[src/rtl/seq_event_logger.sv]
// seq_event_logger: timestamps each detection pulse from the 1011 sequence
// detector and buffers the timestamps in a small FIFO that a controller
// drains over a valid/ready handshake. Saturating hit and drop statistics and
// a sticky overflow flag are kept alongside the FIFO.
//
// Optional feature (macro SEQ_EVENT_LOGGER_GAP_EN): each entry also carries
// the number of cycles since the previous stored hit, presented on evt_gap.
//
// Ports:
//   clk         clock
//   reset       synchronous, active-high reset
//   hit_i       detection pulse, sampled at the rising edge of clk
//   clr_i       synchronous clear of FIFO, statistics and overflow (not ts)
//   evt_valid   FIFO head entry available
//   evt_ready   consumer accepts the head entry
//   evt_ts      timestamp of the head entry, 0 when evt_valid=0
//   fifo_level  number of occupied FIFO entries (0..FIFO_DEPTH)
//   hit_count   hits since reset/clear, saturating
//   drop_count  hits lost to a full FIFO, saturating
//   overflow    sticky: at least one hit dropped since reset/clear
//   evt_gap     (SEQ_EVENT_LOGGER_GAP_EN only) gap of the head entry, 0 when empty
//
// FIFO_DEPTH must be a power of two and at least 2 so the pointers wrap
// naturally.

module seq_event_logger #(
  parameter int unsigned TS_W       = 16,
  parameter int unsigned FIFO_DEPTH = 4,
  parameter int unsigned CNT_W      = 8
) (
  input  logic                          clk,
  input  logic                          reset,
  input  logic                          hit_i,
  input  logic                          clr_i,
  output logic                          evt_valid,
  input  logic                          evt_ready,
  output logic [TS_W-1:0]               evt_ts,
  output logic [$clog2(FIFO_DEPTH):0]   fifo_level,
  output logic [CNT_W-1:0]              hit_count,
  output logic [CNT_W-1:0]              drop_count,
  output logic                          overflow
`ifdef SEQ_EVENT_LOGGER_GAP_EN
  ,
  output logic [TS_W-1:0]               evt_gap
`endif
);

  localparam int unsigned PTR_W = $clog2(FIFO_DEPTH);
  localparam int unsigned LVL_W = PTR_W + 1;

  // Free-running timestamp
  logic [TS_W-1:0] ts_q, ts_d;

  // FIFO storage and bookkeeping
  logic [TS_W-1:0]  mem_ts_q [FIFO_DEPTH];
  logic [PTR_W-1:0] wr_ptr_q, wr_ptr_d;
  logic [PTR_W-1:0] rd_ptr_q, rd_ptr_d;
  logic [LVL_W-1:0] level_q, level_d;

  // Statistics
  logic [CNT_W-1:0] hit_cnt_q, hit_cnt_d;
  logic [CNT_W-1:0] drop_cnt_q, drop_cnt_d;
  logic             ovf_q, ovf_d;

  logic fifo_full, fifo_empty;
  logic do_push, do_pop, do_drop, hit_live;

  // ---------------------------------------------------------------------------
  // Handshake decode
  // ---------------------------------------------------------------------------
  always_comb begin
    fifo_full  = (level_q == LVL_W'(FIFO_DEPTH));
    fifo_empty = (level_q == '0);
    hit_live   = hit_i & ~clr_i;
    // A pop needs a stored entry, so there is never a bypass from an empty FIFO.
    do_pop     = ~fifo_empty & evt_ready & ~clr_i;
    // A pop on the same edge frees the slot a full FIFO would otherwise lack.
    do_push    = hit_live & (~fifo_full | do_pop);
    do_drop    = hit_live & fifo_full & ~do_pop;
  end

  // ---------------------------------------------------------------------------
  // Next-state logic
  // ---------------------------------------------------------------------------
  always_comb begin
    ts_d       = ts_q + TS_W'(1);
    wr_ptr_d   = wr_ptr_q;
    rd_ptr_d   = rd_ptr_q;
    level_d    = level_q;
    hit_cnt_d  = hit_cnt_q;
    drop_cnt_d = drop_cnt_q;
    ovf_d      = ovf_q;

    if (clr_i) begin
      wr_ptr_d   = '0;
      rd_ptr_d   = '0;
      level_d    = '0;
      hit_cnt_d  = '0;
      drop_cnt_d = '0;
      ovf_d      = 1'b0;
    end else begin
      if (do_push) begin
        wr_ptr_d = wr_ptr_q + PTR_W'(1);
      end
      if (do_pop) begin
        rd_ptr_d = rd_ptr_q + PTR_W'(1);
      end
      case ({do_push, do_pop})
        2'b10:   level_d = level_q + LVL_W'(1);
        2'b01:   level_d = level_q - LVL_W'(1);
        default: level_d = level_q;
      endcase

      if (hit_live && (hit_cnt_q != '1)) begin
        hit_cnt_d = hit_cnt_q + CNT_W'(1);
      end
      if (do_drop && (drop_cnt_q != '1)) begin
        drop_cnt_d = drop_cnt_q + CNT_W'(1);
      end
      ovf_d = ovf_q | do_drop;
    end
  end

  // ---------------------------------------------------------------------------
  // State registers
  // ---------------------------------------------------------------------------
  always_ff @(posedge clk) begin
    if (reset) begin
      ts_q       <= '0;
      wr_ptr_q   <= '0;
      rd_ptr_q   <= '0;
      level_q    <= '0;
      hit_cnt_q  <= '0;
      drop_cnt_q <= '0;
      ovf_q      <= 1'b0;
    end else begin
      ts_q       <= ts_d;
      wr_ptr_q   <= wr_ptr_d;
      rd_ptr_q   <= rd_ptr_d;
      level_q    <= level_d;
      hit_cnt_q  <= hit_cnt_d;
      drop_cnt_q <= drop_cnt_d;
      ovf_q      <= ovf_d;
    end
  end

  // Entry storage is not reset; unoccupied slots are never presented because
  // the head is masked while the FIFO is empty.
  always_ff @(posedge clk) begin
    if (!reset && do_push) begin
      mem_ts_q[wr_ptr_q] <= ts_q;
    end
  end

`ifdef SEQ_EVENT_LOGGER_GAP_EN
  // Cycles since the last stored hit, saturating at all-ones. Holding it at
  // all-ones after reset/clear makes the first stored hit report all-ones,
  // and saturation covers true gaps of 2^TS_W or more.
  logic [TS_W-1:0] since_q, since_d;
  logic [TS_W-1:0] mem_gap_q [FIFO_DEPTH];

  always_comb begin
    since_d = since_q;
    if (clr_i) begin
      since_d = '1;
    end else if (do_push) begin
      // The next edge is one cycle after this stored hit.
      since_d = TS_W'(1);
    end else if (since_q != '1) begin
      since_d = since_q + TS_W'(1);
    end
  end

  always_ff @(posedge clk) begin
    if (reset) begin
      since_q <= '1;
    end else begin
      since_q <= since_d;
    end
  end

  always_ff @(posedge clk) begin
    if (!reset && do_push) begin
      mem_gap_q[wr_ptr_q] <= since_q;
    end
  end

  always_comb begin
    evt_gap = fifo_empty ? '0 : mem_gap_q[rd_ptr_q];
  end
`endif

  // ---------------------------------------------------------------------------
  // Outputs
  // ---------------------------------------------------------------------------
  always_comb begin
    evt_valid  = ~fifo_empty;
    evt_ts     = fifo_empty ? '0 : mem_ts_q[rd_ptr_q];
    fifo_level = level_q;
    hit_count  = hit_cnt_q;
    drop_count = drop_cnt_q;
    overflow   = ovf_q;
  end

endmodule

[config.mk]
export PLATFORM = sky130hd
export DESIGN_NAME = seq_event_logger
export DESIGN_NICKNAME = d
export VERILOG_FILES = /design/src/rtl/seq_event_logger.sv
export SDC_FILE = /design/constraint.sdc
export NUM_CORES = 1
export LEC_CHECK = 0
export BUFFER_PORTS_ARGS = -buffer_cell sky130_fd_sc_hd__buf_4
export CAP_MARGIN = 5
export CORE_ASPECT_RATIO = 0.8
export CORE_MARGIN = 2
export CORE_UTILIZATION = 40
export DETAILED_ROUTE_END_ITERATION = 7
export GPL_TIMING_DRIVEN = 1
export PLACE_DENSITY = 0.66
export SLEW_MARGIN = 0
export SYNTH_ARGS = -nofsm -noshare
export SYNTH_HDL_FRONTEND = slang
export SYNTH_SLANG_ARGS = --single-unit
[constraint.sdc]
create_clock -name clk -period 3.07 [get_ports clk]
set_clock_uncertainty 0.15 [all_clocks]
set_input_delay 0.4605 -clock clk [delete_from_list [all_inputs] [get_ports clk]]
set_output_delay 0.4605 -clock clk [all_outputs]
set_load 0.005 [all_outputs]
==> impl_metrics.csv <==
group,metric,value,unit
cts,htree_num_levels,3,
pwr,pwr-share-clk,41.6,%
yosys,seq_area_frac_synth,62.7,%
floorplan,die_w,121,µm
cts,cts_inserted_buffers,9,
detailed_routing,viasPerCell,5.17,
detailed_routing,highest_layer,"met4",
cts,post_cts_buffers,0,
detailed_routing,routed-wl-met3,285,µm
detailed_routing,initialDrtViolationCount,86,
finish,layout_common_cells,"edfxtp_1 (64), buf_4 (49), dfxtp_1 (42), nor2_1 (34), and2_1 (21)",
yosys,async_flop_share,0,%
cts,cts.sinks,106,
pwr,powerDensity,529,nW/µm²
detailed_routing,wl_met2,3770,µm
floorplan,start_util,40.8,%
pwr,total_power,2.77,mW
setup_path,crit_top_cell,"buf_4",
timing,finalMaxSlewViolations,0,
pwr,switching_share,22.6,%
yosys,yosysWarningCount,0,
pwr,pwr-share-seq,55.0,%
cts,cts_resized,0,
timing,rsz0062_at_grt,"no",
timing,setup_violations,0,
timing,finalCritPeriodShare,80.4,%
floorplan,ios,42,
setup_path,crit_family,"multiplexers",
detailed_routing,avgRoutedWirePerCell,15.2,µm
floorplan,rows,34,
setup_path,critPathLaunchType,"flop",
cts,ctsHoldBuffers,0,
place,dp_cells,513,
setup_path,slowest_delay,0.55,ns
place,place.port_buffers,41,
global_route,grt_pass1_vias,2518,
yosys,synth_cell_type_count,45,
yosys,synth-main-ff-cell,"edfxtp_1",
place,hpwl,5150,µm
setup_path,slowest_stage,"mux4_2",
pwr,p_leak,1.79,nW
yosys,netlist_area,4410,µm²
floorplan,coreArea,10800,µm²
floorplan,die_h,97.9,µm
worst_hold_path,hold_class,"primary input to flop",
finish,drive_gt1_share,22.9,%
detailed_routing,drtAntennaViolNets,0,
pwr,power_switching,0.625,mW
cts,cts_tree,"built",
place,placed_cell_area,4910,µm²
finish,final_nets,393,
yosys,synth_edf_count,64,
setup_path,worstSetupEndpointType,"output port",
yosys,syn-instance-count,331,
timing,relSlewSlack,52.8,%
setup_path,critPathMaxFanout,16,
job,max-cap-violations,0,
detailed_routing,firstDrtPassIters,4,
cts,clk-insertion-delay-late,0.34,ns
setup_path,cp.required,2.46,ns
global_route,grt_pass1_wl,13000,µm
outcome,outcome,"finished, final reports clean",
detailed_routing,via_count,2737,
timing,tightest_slew,0.690,ns
timing,fmax,405,MHz
global_route,grt.overflow.total,0,
place,place_congestion,0.835,
setup_path,cp.arrival,1.86,ns
pwr,pwr-share-comb,3.4,%
detailed_routing,drt-total-wl,8030,µm
global_route,grt_max_degree,23,
finish,final_cell_area,5230,µm²
setup_path,path_cells,"buf_4 -> mux4_2 -> and2_1 -> buf_4",
floorplan,dieArea,11900,µm²
finish,final_common_cell,"edfxtp_1",
setup_path,crit_buf_inv,2,
finish,n_fill_cell,967,
finish,syn2layout_area_growth,18.6,%
cts,clockBufferDepth,2,
timing,final-hold-violation-count,0,
timing,setup_tns,0,ns
finish,stdcell_count,529,
yosys,ys_ff_latch,106,
global_route,grt_usage,14.1,%
pwr,internal-power,2.14,mW
global_route,antenna_found_initial,0,
detailed_routing,drc,0,
cts,cts_root_buf,"clkbuf_16",
pwr,ir_worst_vdd,0.337,mV
yosys,post_synth.cell_area_avg,13.3,µm²
cts,clk_pin_slew_worst_paths,0.07,ns
yosys,synth_nets,344,
detailed_routing,met1_length,3890,µm
finish,diodes,0,
setup_path,crit_type,"flop to output port",
timing,fin_crit,2.47,ns
## worst paths after layout
check                      from             to  slack [ns]  cells past startpoint
setup / recovery           flop     evt_ts[14]        0.60                      4
hold / removal            reset        ts_q[0]        0.31                      2
setup reg to reg  fifo_level[0]  fifo_level[2]        0.63                      7
hold reg to reg        overflow       overflow        0.35                      2
## state kept, by name, summed over array words and instances, names as in the netlist, named ones only
register	flops
mem_ts_q	64
wr_ptr_q	2
rd_ptr_q	2
overflow	1
drop_count	8
ts_q	16
fifo_level	3
hit_count	8
## layer usage
metal	global-route usage, %	vias to the layer above
met2	22.1	46
met4	4.42	0
li1	-	1347
met5	0	-
met1	19.6	1336
met3	3.33	8
## per-stage QoR
stage / worst slack, ns / utilization [%] / hold slack, ns
after floorplan: 0.729 / - / 0.310
after global placement: 0.692 / 45.5 / 0.330
after detailed placement: 0.564 / 45.5 / 0.342
after CTS: 0.559 / 48.4 / 0.303
after global routing: 0.386 / 48.4 / 0.303
final: 0.603 / 48.4 / 0.306
## cell families after synthesis
logic type,after synthesis,share of synthesized area (%)
AO/OA/AOI/OAI,36,5.51
XOR/XNOR,17,3.38
adder cells (fa/ha/maj),8,2.44
buffers and inverters,21,1.85
flip-flops,106,62.7
multiplexers,17,8.43
AND/OR/NAND/NOR,126,15.7
## area by class of cell
cell class	count	area (µm²)	area share (%)
sequential	106	2760	52.9
multi-input combinational	204	1560	29.9
timing repair buffer	49	368	7.04
clock buffer	9	225	4.31
tap	144	180	3.45
clock inverter	7	88.8	1.70
inverter	10	37.5	0.718
## power groups by stage
stage,clock network (mW),logic (mW),registers (mW)
after floorplan,0,0.0568,1.55
after global placement,0,0.0957,1.55
after detailed placement,0,0.0961,1.55
after CTS,1.18,0.0968,1.52
after global routing,1.24,0.104,1.52
final,1.15,0.0945,1.52
## synth_stat cells (2+ instances only)
master    number  area share [%]
edfxtp_1      64              44
dfxtp_1       42              19
nor2_1        34             2.9
and2_1        21             3.0
mux4_2        16             8.2
nand3_1       13             1.5
nor3_1        11             1.2
inv_1         10            0.85
a21oi_1        9             1.0
nand2_1        9            0.77
xnor2_1        9             1.8
xor2_1         8             1.6
clkbuf_1       7            0.60
ha_1           7             2.0
nand4_1        6            0.85
o21ai_0        6            0.68
a211oi_1       5            0.85
nor2b_1        5            0.71
nor4_1         5            0.71
a31oi_1        4            0.57
and4_1         3            0.60
or3_1          3            0.43
or4_1          3            0.51
a311oi_1       2            0.40
and3_1         2            0.28
buf_1          2            0.17
buf_2          2            0.23
nand2b_1       2            0.28
nand4b_1       2            0.40
o211a_1        2            0.45
o31ai_1        2            0.34
or2_2          2            0.28
Power figures use the tool's default switching activity.
